## config.mk

```make
export PLATFORM = sky130hd
export DESIGN_NAME = simple_dma_controller_flat
export DESIGN_NICKNAME = d
export VERILOG_FILES = /design/src/rtl/simple_dma_controller_if.sv /design/src/rtl/simple_dma_controller.sv /design/src/flat_wrapper.sv
export SDC_FILE = /design/constraint.sdc
export NUM_CORES = 1
export LEC_CHECK = 0
export ABC_AREA = 1
export CORE_ASPECT_RATIO = 0.9
export CORE_UTILIZATION = 35
export CTS_BUF_LIST = sky130_fd_sc_hd__clkbuf_8 sky130_fd_sc_hd__clkbuf_16
export CTS_CLUSTER_DIAMETER = 50
export CTS_CLUSTER_SIZE = 8
export DETAILED_ROUTE_END_ITERATION = 16
export GPL_TIMING_DRIVEN = 0
export PLACE_DENSITY_LB_ADDON = 0.08
export REMOVE_ABC_BUFFERS = 1
export SYNTH_ARGS = -nofsm -noshare
export SYNTH_HDL_FRONTEND = slang
export SYNTH_SLANG_ARGS = --single-unit
```

## constraint.sdc

```tcl
create_clock -name clk -period 1.65 [get_ports clk]
set_clock_uncertainty 0.05 [all_clocks]
set_input_delay 0.33 -clock clk [delete_from_list [all_inputs] [get_ports clk]]
set_output_delay 0.33 -clock clk [all_outputs]
set_load 0.005 [all_outputs]
```

## src/rtl/simple_dma_controller_if.sv

```systemverilog
`default_nettype none
// ============================================================================
// Module      : simple_dma_controller_if
// Description : Device-DMA handshake plus core DMA memory-port signal bundle.
// Revision    : 1.0 - initial release
// ============================================================================
interface simple_dma_controller_if;
  logic        dma_rqst;
  logic        dma_rd_wr;
  logic [15:0] dma_start_address;
  logic [15:0] dma_num_words;
  logic        dev_ack;
  logic [15:0] dev_out;
  logic [15:0] dev_in;
  logic        dma_ack;
  logic        dma_end_flag;
  logic        dma_error_flag;
  logic        dma_busy;
  logic [14:0] mem_addr;
  logic [15:0] mem_din;
  logic        mem_en;
  logic [1:0]  mem_we;
  logic        mem_priority;
  logic [15:0] mem_dout;
  logic        mem_ready;
  logic        mem_resp;

  // The controller is the responder: it answers the device and masters memory.
  modport slave (
    input  dma_rqst, dma_rd_wr, dma_start_address, dma_num_words, dev_ack, dev_out,
    input  mem_dout, mem_ready, mem_resp,
    output dev_in, dma_ack, dma_end_flag, dma_error_flag, dma_busy,
    output mem_addr, mem_din, mem_en, mem_we, mem_priority
  );

  modport master (
    output dma_rqst, dma_rd_wr, dma_start_address, dma_num_words, dev_ack, dev_out,
    output mem_dout, mem_ready, mem_resp,
    input  dev_in, dma_ack, dma_end_flag, dma_error_flag, dma_busy,
    input  mem_addr, mem_din, mem_en, mem_we, mem_priority
  );
endinterface
`default_nettype wire

```

## src/rtl/simple_dma_controller.sv

```systemverilog
`default_nettype none
// ============================================================================
// Module      : simple_dma_controller
// Description : Moves a counted block of 16-bit words between a DMA device
//               and memory, one word per device acknowledge.
// Revision    : 1.0 - initial release
// ============================================================================
module simple_dma_controller #(
  parameter logic [15:0] TIMEOUT_CYC  = 16'd1024,
  parameter logic        MEM_PRIORITY = 1'b0
) (
  input  logic                    clk,
  input  logic                    reset,
  simple_dma_controller_if.slave  bus
);

  typedef enum logic [2:0] {
    S_IDLE     = 3'd0,
    S_WAIT_DEV = 3'd1,
    S_MEM      = 3'd2,
    S_RD_CAP   = 3'd3,
    S_ACK      = 3'd4,
    S_ERR      = 3'd5,
    S_DONE     = 3'd6
  } state_t;

  state_t      r_state;
  state_t      w_next;
  logic [14:0] r_addr;
  logic [15:0] r_count;
  logic [15:0] r_timer;
  logic [15:0] r_dev_in;
  logic [15:0] r_mem_din;
  logic        r_dir;
  logic        w_timeout;
  logic        w_unused_addr_lsb;

  assign w_unused_addr_lsb = bus.dma_start_address[0];
  // A zero timeout setting means wait for the device forever.
  assign w_timeout = (TIMEOUT_CYC != 16'd0) && (r_timer == TIMEOUT_CYC - 16'd1);

  always_ff @(posedge clk) begin
    if (reset) begin
      r_state <= S_IDLE;
    end else begin
      r_state <= w_next;
    end
  end

  always_comb begin
    w_next = r_state;
    case (r_state)
      S_IDLE: begin
        if (bus.dma_rqst) begin
          w_next = (bus.dma_num_words == 16'd0) ? S_DONE : S_WAIT_DEV;
        end
      end
      S_WAIT_DEV: begin
        if (!bus.dma_rqst)    w_next = S_IDLE;
        else if (bus.dev_ack) w_next = S_MEM;
        else if (w_timeout)   w_next = S_ERR;
      end
      S_MEM: begin
        // A withdrawn request still lets the accepted access finish quietly.
        if (bus.mem_ready) begin
          if (!bus.dma_rqst)    w_next = S_IDLE;
          else if (bus.mem_resp) w_next = S_ERR;
          else if (r_dir)       w_next = S_RD_CAP;
          else                  w_next = S_ACK;
        end
      end
      S_RD_CAP: w_next = bus.dma_rqst ? S_ACK : S_IDLE;
      S_ACK:    w_next = (r_count == 16'd1) ? S_DONE : S_WAIT_DEV;
      S_ERR:    w_next = S_DONE;
      S_DONE: begin
        if (!bus.dma_rqst) w_next = S_IDLE;
      end
      default:  w_next = S_IDLE;
    endcase
  end

  always_ff @(posedge clk) begin
    if (reset) begin
      r_addr    <= 15'd0;
      r_count   <= 16'd0;
      r_timer   <= 16'd0;
      r_dev_in  <= 16'd0;
      r_mem_din <= 16'd0;
      r_dir     <= 1'b0;
    end else begin
      case (r_state)
        S_IDLE: begin
          r_timer <= 16'd0;
          if (bus.dma_rqst) begin
            r_addr  <= bus.dma_start_address[15:1];
            r_count <= bus.dma_num_words;
            r_dir   <= bus.dma_rd_wr;
          end
        end
        S_WAIT_DEV: begin
          if (bus.dev_ack) begin
            r_timer <= 16'd0;
            if (!r_dir) r_mem_din <= bus.dev_out;
          end else begin
            r_timer <= r_timer + 16'd1;
          end
        end
        S_RD_CAP: begin
          r_timer  <= 16'd0;
          r_dev_in <= bus.mem_dout;
        end
        S_ACK: begin
          r_timer <= 16'd0;
          r_addr  <= r_addr + 15'd1;
          r_count <= r_count - 16'd1;
        end
        default: r_timer <= 16'd0;
      endcase
    end
  end

  assign bus.mem_en         = (r_state == S_MEM);
  assign bus.mem_we         = ((r_state == S_MEM) && !r_dir) ? 2'b11 : 2'b00;
  assign bus.mem_addr       = r_addr;
  assign bus.mem_din        = r_mem_din;
  assign bus.mem_priority   = MEM_PRIORITY;
  assign bus.dev_in         = r_dev_in;
  assign bus.dma_ack        = (r_state == S_ACK);
  assign bus.dma_error_flag = (r_state == S_ERR);
  assign bus.dma_end_flag   = (r_state == S_DONE);
  assign bus.dma_busy       = (r_state != S_IDLE) && (r_state != S_DONE);

endmodule
`default_nettype wire
```

## src/flat_wrapper.sv

```systemverilog
// flat-port wrapper written by rule: the top's interface ports become plain ports
module simple_dma_controller_flat 
#(
  parameter logic [15:0] TIMEOUT_CYC  = 16'd1024,
  parameter logic        MEM_PRIORITY = 1'b0
)
  (clk, reset, bus_dma_rqst, bus_dma_rd_wr, bus_dma_start_address, bus_dma_num_words, bus_dev_ack, bus_dev_out, bus_mem_dout, bus_mem_ready, bus_mem_resp, bus_dev_in, bus_dma_ack, bus_dma_end_flag, bus_dma_error_flag, bus_dma_busy, bus_mem_addr, bus_mem_din, bus_mem_en, bus_mem_we, bus_mem_priority);
  simple_dma_controller_if bus_i ();
  input  logic clk;
  input  logic reset;
  input wire logic [$bits(bus_i.dma_rqst)-1:0] bus_dma_rqst;
  input wire logic [$bits(bus_i.dma_rd_wr)-1:0] bus_dma_rd_wr;
  input wire logic [$bits(bus_i.dma_start_address)-1:0] bus_dma_start_address;
  input wire logic [$bits(bus_i.dma_num_words)-1:0] bus_dma_num_words;
  input wire logic [$bits(bus_i.dev_ack)-1:0] bus_dev_ack;
  input wire logic [$bits(bus_i.dev_out)-1:0] bus_dev_out;
  input wire logic [$bits(bus_i.mem_dout)-1:0] bus_mem_dout;
  input wire logic [$bits(bus_i.mem_ready)-1:0] bus_mem_ready;
  input wire logic [$bits(bus_i.mem_resp)-1:0] bus_mem_resp;
  output wire logic [$bits(bus_i.dev_in)-1:0] bus_dev_in;
  output wire logic [$bits(bus_i.dma_ack)-1:0] bus_dma_ack;
  output wire logic [$bits(bus_i.dma_end_flag)-1:0] bus_dma_end_flag;
  output wire logic [$bits(bus_i.dma_error_flag)-1:0] bus_dma_error_flag;
  output wire logic [$bits(bus_i.dma_busy)-1:0] bus_dma_busy;
  output wire logic [$bits(bus_i.mem_addr)-1:0] bus_mem_addr;
  output wire logic [$bits(bus_i.mem_din)-1:0] bus_mem_din;
  output wire logic [$bits(bus_i.mem_en)-1:0] bus_mem_en;
  output wire logic [$bits(bus_i.mem_we)-1:0] bus_mem_we;
  output wire logic [$bits(bus_i.mem_priority)-1:0] bus_mem_priority;
  assign bus_i.dma_rqst = bus_dma_rqst;
  assign bus_i.dma_rd_wr = bus_dma_rd_wr;
  assign bus_i.dma_start_address = bus_dma_start_address;
  assign bus_i.dma_num_words = bus_dma_num_words;
  assign bus_i.dev_ack = bus_dev_ack;
  assign bus_i.dev_out = bus_dev_out;
  assign bus_i.mem_dout = bus_mem_dout;
  assign bus_i.mem_ready = bus_mem_ready;
  assign bus_i.mem_resp = bus_mem_resp;
  assign bus_dev_in = bus_i.dev_in;
  assign bus_dma_ack = bus_i.dma_ack;
  assign bus_dma_end_flag = bus_i.dma_end_flag;
  assign bus_dma_error_flag = bus_i.dma_error_flag;
  assign bus_dma_busy = bus_i.dma_busy;
  assign bus_mem_addr = bus_i.mem_addr;
  assign bus_mem_din = bus_i.mem_din;
  assign bus_mem_en = bus_i.mem_en;
  assign bus_mem_we = bus_i.mem_we;
  assign bus_mem_priority = bus_i.mem_priority;
  simple_dma_controller #(.TIMEOUT_CYC(TIMEOUT_CYC), .MEM_PRIORITY(MEM_PRIORITY)) u_core (.clk(clk), .reset(reset), .bus(bus_i));
endmodule
```

==> flow_metrics.py <==
metrics = {
    "outcome": {
        "outcome": "complete, but fails checks",
        "violations": "setup timing",
    },
    "global_routing": {
        "grtUsageTotal": 0.219,
        "overflow": 0,
        "grt_antenna_before_repair": 0,
        "grt_max_degree": 33,
        "first_global_vias": 4421,
        "grt_pass1_wl_um": 21900,
    },
    "synthesis": {
        "ys_types": 36,
        "ys_ff_latch": 83,
        "synth_edf_count": 0,
        "synth_area_mm2": 0.00431,
        "yosys_warnings": 0,
        "synth_top_cell_by_area": "dfxtp_1",
        "synthFlopType": "dfxtp_1",
        "synthTopCellsByArea": "dfxtp_1 39%, nor2_1 13%, nand2_1 12%",
        "synthMostInstantiatedCell": "nor2_1",
        "ys_seq_area_frac": 0.386,
        "synth_top_area_share": 0.386,
        "netlist_instances": 655,
        "synth_commonest_cells": "146 x nor2_1, 136 x nand2_1, 83 x dfxtp_1",
        "postSynthAreaPerCell_um2": 6.58,
        "ys_async_sr_fraction": 0,
    },
    "clocking": {
        "clkSlewWorstSetupHoldPaths_ns": 0.07,
        "cts_root_buf": "clkbuf_16",
        "cts_buffers": 9,
        "clk_latency_ns": 0.35,
        "postCtsHoldBufs": 0,
        "clock_sinks": 83,
        "cts_tree": "yes",
        "clockBufferDepth": 2,
        "h-tree-depth": 3,
    },
    "hold_path": {
        "hold_depth": 3,
        "min_path_type": "primary input to flip-flop",
    },
    "pwr": {
        "p_per_area_mw_per_mm2": 878,
        "irDropWorstVdd_uv": 671,
        "p_leak_nw": 2.58,
    },
    "drt": {
        "wl_per_cell_um": 14.1,
        "wl_um": 13700,
        "viasPerCell": 4.85,
        "dr.pass1.iters": 8,
        "detail-route-antenna-nets": 0,
        "vias": 4724,
        "remaining_drc_errors": 0,
        "drtIter0Drc": 366,
    },
    "setup_path": {
        "worstReg2RegStart": "u_core.r_state[1]$_SDFFE_PP0P_",
        "rr_endpoint": "u_core.bus.mem_addr[1]$_SDFFE_PP0P_",
        "cp_slowest_cell": "dfxtp_4",
        "cp_max_fo": 8,
        "crit_top_cell": "nor2_4",
        "critPathKind": "flip-flop to flip-flop",
        "worst-path-stages": 9,
        "path_cells": "nor2_4 -> buf_6 -> nand2_8 -> inv_12 -> buf_12 -> nor2_4 -> inv_4 -> o21ai_0 -> a31oi_1",
        "crit_family": "flip-flops",
        "crit_arrival_ns": 1.84,
        "ff2ff_path_depth": 9,
        "cp-start-kind": "flip-flop",
        "worst-path-buf-inv": 4,
        "crit_end": "u_core.bus.mem_addr[1]$_SDFFE_PP0P_",
        "endpoint_kind": "flip-flop",
        "required_ns": 1.83,
        "cpPeakStageDelay_ns": 0.40,
        "critPathLaunch": "u_core.r_state[1]$_SDFFE_PP0P_",
        "reg2reg_slack_ns": -0.008,
    },
    "timing": {
        "rsz0062_at_grt": "yes",
        "worst_pin_slew_ns": 0.558,
        "hold_slack_ns": 0.368,
        "slew_headroom": 0.628,
        "tns_ns": -0.00767,
        "setup_viol": 1,
        "fmax_mhz": 603,
        "final_max_slew_viol_count": 0,
        "min_period_ns": 1.66,
        "final-hold-violation-count": 0,
        "worst_slack_ns": -0.00767,
        "fin_crit_sh": 1.00,
    },
    "floorplan": {
        "pin_count": 126,
        "die_height_um": 107,
        "rows": 38,
        "chipWidth_um": 119,
        "start_util": 0.358,
        "core_mm2": 0.0120,
        "dieArea_mm2": 0.0128,
    },
    "placed_design": {
        "io_buffers": 123,
        "gp_congestion": 0.870,
        "hpwl_um": 8380,
        "post-place-ws_ns": -1.58,
    },
    "cells_and_area": {
        "antenna_cells": 0,
        "fill_cells": 1131,
        "drive_gt1_frac": 0.188,
        "nets": 884,
        "areaGrowthSynthToFinish_pct": 53.8,
    },
    "flow_run": {
        "drv_cap": 0,
    },
}
## sequential cells by signal (all words and copies together) (netlist names)
| signal | cells |
|---|---|
| u_core.bus.mem_addr | 15 |
| u_core.r_timer | 16 |
| u_core.bus.mem_din | 16 |
| u_core.r_dir | 1 |
| u_core.r_state | 3 |
| u_core.bus.dev_in | 16 |
| u_core.r_count | 16 |
## stage by stage
stage / std cells / instance area [um^2] / total power [W] / utilization
3_5_place_dp: 915 / 5590 / 0.00341 / 0.465
6_report: 974 / 6620 / 0.00581 / 0.551
3_3_place_gp: 915 / 5590 / 0.00339 / 0.465
2_1_floorplan: 632 / 4160 / 0.00287 / -
4_1_cts: 959 / 6230 / 0.00567 / 0.518
5_1_grt: 974 / 6620 / 0.00612 / 0.551
## kinds of logic (layout without fill, tap and decap cells)
kind of cell / after synthesis / count (layout) / share of synthesized area
simple gates: 370 / 373 / 0.369
fa+ha+maj: 4 / 4 / 0.0116
xor+xnor: 6 / 6 / 0.0122
flops: 83 / 83 / 0.386
compound gates: 113 / 113 / 0.139
other cells: 1 / 1 / 0.000871
buf+inv: 78 / 234 / 0.0822
## how the worst min path moves through the flow
stage / from / to / slack [ns]
floorplan: reset / u_core.bus.mem_addr[10]$_SDFFE_PP0P_ / 0.35
global placement: u_core.r_timer[0]$_SDFF_PP0_ / u_core.r_timer[0]$_SDFF_PP0_ / 0.37
detailed placement: u_core.r_timer[0]$_SDFF_PP0_ / u_core.r_timer[0]$_SDFF_PP0_ / 0.40
CTS: u_core.r_timer[0]$_SDFF_PP0_ / u_core.r_timer[0]$_SDFF_PP0_ / 0.41
global route: bus_dma_rqst / u_core.r_state[2]$_SDFFE_PP0P_ / 0.41
finish: bus_dma_rqst / u_core.r_state[2]$_SDFFE_PP0P_ / 0.37
## repair_timing
| item | CTS | global route |
|---|---|---|
| resized for setup | 82 | 76 |
| buffers inserted | 22 | 14 |
| endpoints found under the setup margin | 104 | 74 |
| cloned | 6 | 1 |
| pin swaps | 11 | 17 |
## worst min-delay path, cell delays in order
cell	delay, ns
dlymetal6s2s_1	0.18
nand4_1	0.14
a21oi_1	0.07
## cell type report
type / count / area [um^2] / area share
Multi-Input combinational cell: 497 / 2540 / 0.383
Sequential cell: 83 / 1720 / 0.259
Timing Repair Buffer: 160 / 1600 / 0.242
Inverter: 55 / 248 / 0.0374
Clock buffer: 10 / 239 / 0.0361
Tap cell: 160 / 200 / 0.0302
Clock inverter: 6 / 63.8 / 0.00963
Timing Repair inverter: 3 / 21.3 / 0.00321
## cell usage in the layout (no fill, tap or decap), drive strengths merged, types with 7 or more instances in the layout
cell type / count
dfxtp: 83
clkinvlp: 7
a21oi: 42
nand4: 8
nand3: 38
nand2: 139
nor3: 23
nor2: 152
buf: 41
inv: 54
clkdlybuf4s50: 113
clkbuf: 13
o21ai: 60
## per-layer routing
metal,wire length [um],up-vias,GRT usage,share of wire
met5,0,-,0,0
met3,797,15,0.0580,0.058
met1,6450,2137,0.286,0.47
met4,203,0,0.0732,0.015
met2,6290,131,0.350,0.46
li1,-,2441,-,-
## where the power goes
group,switching (W),internal [W],leakage [nW]
Sequential,0.000138,0.00214,0.687
Combinational,0.000733,0.000725,1.75
Clock,0.000863,0.00121,0.145
No activity file was read; power rests on OpenSTA's default activity.
